[src/rtl/hazard_forward_ctrl.sv]
// hazard_forward_ctrl: EX operand forwarding, load-use interlock and data-memory wait freeze for the 5-stage pipeline
module hazard_forward_ctrl #(
  parameter int REG_W = 5,
  parameter int LOAD_USE_STALLS = 1,
  parameter int MEM_TIMEOUT = 255,
  parameter int CNT_W = 32
) (
  input  logic             clk,
  input  logic             rst,
  input  logic [REG_W-1:0] if_id_rs1,
  input  logic [REG_W-1:0] if_id_rs2,
  input  logic             if_id_use_rs1,
  input  logic             if_id_use_rs2,
  input  logic [REG_W-1:0] id_ex_Rs1,
  input  logic [REG_W-1:0] id_ex_Rs2,
  input  logic [REG_W-1:0] id_ex_rd,
  input  logic             id_ex_MemRead,
  input  logic [REG_W-1:0] ex_mem_rd,
  input  logic             ex_mem_Regwrite,
  input  logic             ex_mem_MemRead,
  input  logic             ex_mem_MemWrite,
  input  logic [REG_W-1:0] mem_wb_rd,
  input  logic             mem_wb_Regwrite,
  input  logic             dmem_ready,
  input  logic             perf_clr,
  output logic [1:0]       forwardA,
  output logic [1:0]       forwardB,
  output logic             stall_fd,
  output logic             bubble_ex,
  output logic             freeze,
  output logic             mem_timeout,
  output logic [CNT_W-1:0] stall_cycles,
  output logic [CNT_W-1:0] load_use_events
);
  localparam logic [2:0] LUS = 3'(LOAD_USE_STALLS);
  localparam logic [15:0] TMO = 16'(MEM_TIMEOUT);
  typedef enum logic [1:0] {RUN, LU_STALL, MEM_WAIT} state_t;
  state_t state_q, state_d;
  logic [2:0] lu_cnt_q, lu_cnt_d;
  logic [15:0] wait_cnt_q, wait_cnt_d;
  logic [CNT_W-1:0] stall_q, lue_q;
  logic timeout_q, ex_ok, wb_ok, lu_hit, freeze_req, release_mw, fz, sf, bx, lu_evt, to_set;
  assign ex_ok = ex_mem_Regwrite && ex_mem_rd != '0 && !ex_mem_MemRead;
  assign wb_ok = mem_wb_Regwrite && mem_wb_rd != '0;
  assign forwardA = rst ? 2'b00 : (ex_ok && ex_mem_rd == id_ex_Rs1) ? 2'b10 : (wb_ok && mem_wb_rd == id_ex_Rs1) ? 2'b01 : 2'b00;
  assign forwardB = rst ? 2'b00 : (ex_ok && ex_mem_rd == id_ex_Rs2) ? 2'b10 : (wb_ok && mem_wb_rd == id_ex_Rs2) ? 2'b01 : 2'b00;
  assign lu_hit = id_ex_MemRead && id_ex_rd != '0 &&
                  ((if_id_use_rs1 && if_id_rs1 == id_ex_rd) || (if_id_use_rs2 && if_id_rs2 == id_ex_rd));
  assign freeze_req = (ex_mem_MemRead || ex_mem_MemWrite) && !dmem_ready;
  assign release_mw = dmem_ready || wait_cnt_q == TMO;
  always_comb begin
    state_d = state_q;
    lu_cnt_d = lu_cnt_q;
    wait_cnt_d = wait_cnt_q;
    fz = 1'b0;
    sf = 1'b0;
    bx = 1'b0;
    lu_evt = 1'b0;
    to_set = 1'b0;
    case (state_q)
      RUN: begin
        if (freeze_req) begin
          fz = 1'b1;
          state_d = MEM_WAIT;
          wait_cnt_d = 16'd1;
        end else if (lu_hit) begin
          sf = 1'b1;
          bx = 1'b1;
          lu_evt = 1'b1;
          if (LUS > 3'd1) begin
            state_d = LU_STALL;
            lu_cnt_d = LUS - 3'd1;
          end
        end
      end
      LU_STALL: begin
        // a frozen cycle still uses up one of the remaining bubbles
        lu_cnt_d = lu_cnt_q - 3'd1;
        if (freeze_req) begin
          fz = 1'b1;
          state_d = MEM_WAIT;
          wait_cnt_d = 16'd1;
        end else begin
          sf = 1'b1;
          bx = 1'b1;
          state_d = lu_cnt_q == 3'd1 ? RUN : LU_STALL;
        end
      end
      MEM_WAIT: begin
        fz = !release_mw;
        wait_cnt_d = release_mw ? 16'd0 : wait_cnt_q + 16'd1;
        to_set = release_mw && !dmem_ready;
        state_d = !release_mw ? MEM_WAIT : lu_cnt_q != 3'd0 ? LU_STALL : RUN;
      end
      default: state_d = RUN;
    endcase
  end
  always_ff @(posedge clk or posedge rst) begin
    if (rst) begin
      state_q <= RUN;
      lu_cnt_q <= '0;
      wait_cnt_q <= '0;
      stall_q <= '0;
      lue_q <= '0;
      timeout_q <= 1'b0;
    end else begin
      state_q <= state_d;
      lu_cnt_q <= lu_cnt_d;
      wait_cnt_q <= wait_cnt_d;
      if (to_set) timeout_q <= 1'b1;
      if (perf_clr) begin
        stall_q <= '0;
        lue_q <= '0;
      end else begin
        if ((sf || fz) && !(&stall_q)) stall_q <= stall_q + CNT_W'(1);
        if (lu_evt && !(&lue_q)) lue_q <= lue_q + CNT_W'(1);
      end
    end
  end
  assign freeze = !rst && fz;
  assign stall_fd = !rst && (sf || fz);
  assign bubble_ex = !rst && bx;
  assign mem_timeout = timeout_q;
  assign stall_cycles = stall_q;
  assign load_use_events = lue_q;
endmodule

[config.mk]
export PLATFORM = sky130hd
export DESIGN_NAME = hazard_forward_ctrl
export DESIGN_NICKNAME = d
export VERILOG_FILES = /design/src/rtl/hazard_forward_ctrl.sv
export SDC_FILE = /design/constraint.sdc
export NUM_CORES = 1
export LEC_CHECK = 0
export BUFFER_PORTS_ARGS = -buffer_cell sky130_fd_sc_hd__buf_2
export CELL_PAD_IN_SITES_DETAIL_PLACEMENT = 1
export CELL_PAD_IN_SITES_GLOBAL_PLACEMENT = 2
export CORE_UTILIZATION = 35
export DETAILED_ROUTE_END_ITERATION = 6
export HOLD_SLACK_MARGIN = 0.05
export PLACE_DENSITY_LB_ADDON = 0.1
export SYNTH_ARGS = -nofsm -noshare
export SYNTH_HDL_FRONTEND = slang
export SYNTH_SLANG_ARGS = --single-unit
[constraint.sdc]
create_clock -name clk -period 9.1 [get_ports clk]
set_input_delay 0.455 -clock clk [delete_from_list [all_inputs] [get_ports clk]]
set_output_delay 0.455 -clock clk [all_outputs]
set_load 0.02 [all_outputs]
==> impl_metrics.tcl, run 1 <==
set metrics [dict create \
    async_flop_share 1.00 \
    cp_max_fo 14 \
    synth_edf_count 0 \
    postCtsSetupBuffers 0 \
    drt_iter0_markers 218 \
    die_x_um 123 \
    yosysWarnings 0 \
    die-area_um2 15100 \
    worstPathCellList "ha_1 > nand2_1 > nor3_4 > a31oi_1 > nor3_2 > a21oi_1 > buf_2" \
    syn_to_final_growth_pct 20.9 \
    antenna_left 0 \
    grt_pass1_wl_um 24700 \
    ir_worst_vdd_uv 104 \
    diodes 0 \
    rows 43 \
    ys_types 50 \
    layout_common_cells "buf_2, dfrtp_1, nor2_1, nand2_1, o21ai_0" \
    p_per_area_nw_per_um2 164 \
    fin_total_pwr_uw 1020 \
    drive_above_1_share 0.229 \
    ctsLongestPathBuffers 2 \
    syn_avg_cell_area_um2 8.84 \
    drt-wirelength-per-cell_um 17.1 \
    wl_um 15000 \
    worst_setup_path_start_kind "register" \
    slew_headroom 0.160 \
    clk_latency_ns 0.34 \
    grt_max_degree 67 \
    slew_violations 0 \
    grt_pass1_vias 4910 \
    avgViaCountPerCell 5.54 \
    drc 0 \
    rsz0062_at_grt "false" \
    ctsResizeCount 0 \
    synth-seq-cells 86 \
    core_area_um2 14100 \
    synth_ff_type "dfrtp_1" \
    path_class "register to output pin" \
    clkTransAtPathRegs_ns 0.06 \
    cp_slowest_cell "a31oi_1" \
    grt_antenna_before_repair 0 \
    syn_inst 580 \
    crit_arrival_ns 2.79 \
    cts_hold_buffers 0 \
    status "finished clean" \
    htree_levels 3 \
    io_pins 118 \
    drtPass1Iterations 4 \
    vias 4850 \
    hp-class "primary input to async pin" \
    clock_sinks 86 \
    cts_buffers 9 \
    drv_cap 0 \
    grt.total_usage 0.208 \
    hpwl_um 10600 \
    fill_cells 1708 \
    finalSetupTns_ns 0 \
    cellLeakagePower_uw 0.00273 \
    finalHoldViolCount 0 \
    final_common_cell "buf_2" \
    grt_overflow 0 \
    tightestPinTransition_ns 1.25 \
    setup_viol 0 \
    worstPathRequired_ns 8.65 \
    fin_nets 742 \
    syn_area_um2 5120 \
    fp.dieH_um 123 \
    gp_congestion 0.800 \
    fin_worst_skew_ns 0.00531 \
    cp-end-kind "output pin" \
    max_freq_ghz 0.308 \
    cts_tree "done" \
    clock-root-buffer "clkbuf_16" \
    port_buffers 117 \
    initial_core_util 0.364 \
    min_period_over_period 0.357 \
    ys_seq_area_frac 0.420 \
    slowest_delay_ns 0.89 \
    syn-num-nets 632 \
    period_needed_ns 3.25 \
]
-- cells in the mapped netlist, drive strengths merged (11+ instances only) --
cell type	count	area, um2
o21ai	48	240
nor3	25	141
xor2	20	175
a21oi	31	155
xnor2	44	385
nand2	48	180
inv	16	60.1
nand4	16	100
nand3	26	140
nor2	60	228
nor4	18	128
or4	11	82.6
or3	15	93.8
and4	11	98.8
dfrtp	86	2150
and3	20	125
clkbuf	14	52.6
-- worst paths after layout --
kind | startpoint | to | slack, ns | depth (start not counted)
worst max-delay path | wait_cnt_q[0]$_DFFE_PP0P_ | stall_fd | 5.85 | 7
max in group asynchronous | rst | stall_cycles[23]$_DFFE_PP0P_ | 7.69 | 3
min in group clk | dmem_ready | state_q[0]$_DFFE_PP0P_ | 0.47 | 3
worst min-delay path | rst | state_q[1]$_DFFE_PP0P_ | 0.19 | 2
worst max register to register | wait_cnt_q[0]$_DFFE_PP0P_ | stall_cycles[19]$_DFFE_PP0P_ | 5.89 | 8
worst min register to register | mem_timeout$_DFFE_PP0P_ | mem_timeout$_DFFE_PP0P_ | 0.48 | 1
-- layer usage --
| metal | share of wire | global-route usage | wire (um) | vias to the layer above |
|---|---|---|---|---|
| met5 | 0 | 0 | 0 | - |
| met1 | 0.48 | 0.277 | 7160 | 2441 |
| met4 | 0.0087 | 0.0489 | 130 | 0 |
| met2 | 0.48 | 0.355 | 7190 | 91 |
| li1 | - | - | - | 2305 |
| met3 | 0.034 | 0.0309 | 504 | 13 |
-- registers in the layout, indices dropped and copies added (netlist names) --
name / count
load_use_events: 32
stall_cycles: 32
state_q: 2
mem_timeout: 1
lu_cnt_q: 3
wait_cnt_q: 16
-- critical path: cells and delay by family (launching register included) --
kind / cells / cell delay (ns)
AOI/OAI and AO/OA: 2 / 1.13
adders and majority gates: 1 / 0.27
buffers and inverters: 1 / 0.20
DFF: 1 / 0.44
and+or+nand+nor: 3 / 0.42
-- final cells by class --
cell class / count / area [um2] / share of cell area
inverter: 16 / 61.3 / 0.00989
sequential: 86 / 2150 / 0.347
clock buffer: 13 / 270 / 0.0436
clock inverter: 3 / 65.1 / 0.0105
tap: 180 / 225 / 0.0363
multi-input combinational: 455 / 2800 / 0.452
timing repair buffer: 122 / 623 / 0.101
-- cell families after synthesis --
family,count (synthesis),synth area share
multiplexers,3,0.00635
adder cells (fa/ha/maj),6,0.0146
AND/OR/NAND/NOR,274,0.291
flip-flops,86,0.420
buffers and inverters,39,0.0349
AO/OA/AOI/OAI,108,0.124
XOR/XNOR,64,0.109
-- through the flow --
step | setup WS [ns] | std cells | hold WS (ns) | cell area (um2) | util
after floorplan | 4.89 | 580 | 0.452 | 5120 | -
final | 5.85 | 875 | 0.191 | 6200 | 0.440
after detailed placement | 5.88 | 859 | 0.470 | 5860 | 0.416
after CTS | 5.86 | 875 | 0.210 | 6200 | 0.440
after global placement | 5.97 | 859 | 0.477 | 5860 | 0.416
after global routing | 5.63 | 875 | 0.234 | 6200 | 0.440
-- report_power, final --
part / leakage (uW) / internal, uW / switching [uW]
Sequential: 0.00119 / 401 / 22.9
Clock: 0.000166 / 263 / 151
Combinational: 0.00138 / 58.7 / 122
Total: 0.00273 / 723 / 297
Note: power is estimated with default switching activity, not from simulation.
==> inputs of run 2 (changes only) <==
- CORE_UTILIZATION: 35 -> 29
- clock period: 9.1 -> 2.7 ns (I/O delays scaled with it)
==> impl_metrics.tcl, run 2 (same netlist as run 1, synthesis figures left out) <==
set metrics [dict create \
    final_cells 940 \
    drt-wirelength-per-cell_um 16.6 \
    rsz0062_at_grt "false" \
    path_delay_family "simple AND/OR/NAND/NOR gates" \
    clk_latency_ns 0.35 \
    worstPathCellList "ha_1 > nand2_1 > nor3_4 > a31oi_1 > nor3_2 > a21o_4 > nor3_1 > mux2_2" \
    slowest_delay_ns 0.43 \
    drv_cap 0 \
    ctsLongestPathBuffers 2 \
    drc 0 \
    antenna_left 0 \
    finalSetupTns_ns 0 \
    syn_to_final_growth_pct 25.5 \
    initial_core_util 0.296 \
    r2r_slack_ns 0.26 \
    drtPass1Iterations 4 \
    post_dp_cell_area_um2 6100 \
    grt_pass1_vias 5044 \
    hpwl_um 11500 \
    die_x_um 135 \
    ir_worst_vdd_uv 359 \
    port_buffers 117 \
    slew_violations 0 \
    vias 4881 \
    fin_nets 764 \
    cts_buffers 9 \
    fin_ws_ns 0.256 \
    cts_tree "done" \
    min_period_over_period 0.905 \
    diodes 0 \
    p_per_area_nw_per_um2 545 \
    period_needed_ns 2.44 \
    final_area_um2 6430 \
    cp_max_fo 45 \
    hp-class "primary input to async pin" \
    crit_arrival_ns 2.68 \
    slew_headroom 0.533 \
    avgViaCountPerCell 5.19 \
    clock_sinks 86 \
    finish.utilization 0.372 \
    layout_common_cells "buf_2, dfrtp_1, nor2_1, nand2_1, o21ai_0" \
    worstPathRequired_ns 2.94 \
    finalHoldViolCount 0 \
    core_area_um2 17300 \
    dp_worst_setup_slack_ns 0.203 \
    reg2regPathDepth 8 \
    path_class "register to register" \
    cp_slowest_cell "a21o_4" \
    tightestPinTransition_ns 0.700 \
    dp_cells 926 \
    grt_overflow 0 \
    setup_viol 0 \
    max_freq_ghz 0.409 \
    grt_max_degree 51 \
    cp-end-kind "register" \
    grt_pass1_wl_um 26400 \
    drive_above_1_share 0.253 \
    postCtsSetupBuffers 0 \
    r2r-start "wait_cnt_q[1]$_DFFE_PP0P_" \
    cts_hold_buffers 0 \
    final_common_cell "buf_2" \
    clkTransAtPathRegs_ns 0.07 \
    wl_um 15600 \
    rows 48 \
    fin_worst_skew_ns 0.0106 \
    die-area_um2 18200 \
    grt_antenna_before_repair 0 \
    grt.total_usage 0.184 \
    r2r-end "stall_cycles[5]$_DFFE_PP0P_" \
    drt_iter0_markers 183 \
    htree_levels 3 \
    cellLeakagePower_uw 0.00284 \
    clock-root-buffer "clkbuf_16" \
    worst_setup_path_start_kind "register" \
    fp.dieH_um 135 \
    ctsResizeCount 0 \
    gp_congestion 0.777 \
    io_pins 118 \
    cp_num_buf_inv 0 \
    status "finished clean" \
]
==> run 2: cell types whose count changed in the layout (fill, tap and decap cells not counted), sizes merged <==
cell      before  now
bufinv         2    3
buf          122  144
clkinvlp       0    1
clkbuf        13    9
==> run 2: area by class of cell <==
type                       count  area (um2)
clock buffer                   9         225
clock inverter                 5         100
fill                        2086       10900
inverter                      16        63.8
multi-input combinational    455        2810
sequential                    86        2150
tap                          225         282
timing repair buffer         144         801
==> run 2: per-layer routing <==
metal | wire (um) | GRT usage
met1 | 7460 | 0.247
met2 | 7360 | 0.301
met4 | 213 | 0.0605
met3 | 572 | 0.0285
met5 | 0 | 0
==> run 2: worst max-delay path by stage <==
| stage | start | to | slack [ns] | cells past startpoint |
|---|---|---|---|---|
| 6_report | wait_cnt_q[1]$_DFFE_PP0P_ | stall_cycles[5]$_DFFE_PP0P_ | 0.26 | 8 |
| 5_1_grt | wait_cnt_q[1]$_DFFE_PP0P_ | freeze | 0.002 | 8 |
| 4_1_cts | wait_cnt_q[1]$_DFFE_PP0P_ | freeze | 0.08 | 8 |
| 3_5_place_dp | id_ex_rd[2] | stall_cycles[16]$_DFFE_PP0P_ | 0.20 | 10 |
| 3_3_place_gp | id_ex_rd[2] | stall_cycles[18]$_DFFE_PP0P_ | 0.32 | 10 |
| 2_1_floorplan | rst | forwardB[0] | 0.11 | 4 |
==> run 2: per-stage QoR <==
| step | hold WS, ns | power [uW] |
|---|---|---|
| detailed placement | 0.427 | 2120 |
| floorplan | 0.328 | 1890 |
| CTS | 0.0513 | 3570 |
| global placement | 0.426 | 2100 |
| finish | 0.0417 | 3510 |
| global route | 0.0809 | 3700 |
==> run 2: tightest hold or removal path, stage by stage <==
cell	delay (ns)
buf_2	0.15
clkinvlp_4	0.10
buf_4	0.45
==> run 2: power by group <==
group	switching [uW]	leakage (uW)	internal, uW
Clock	524	0.000161	891
Sequential	57.9	0.00119	1350
Combinational	443	0.00149	238
Total	1030	0.00284	2480
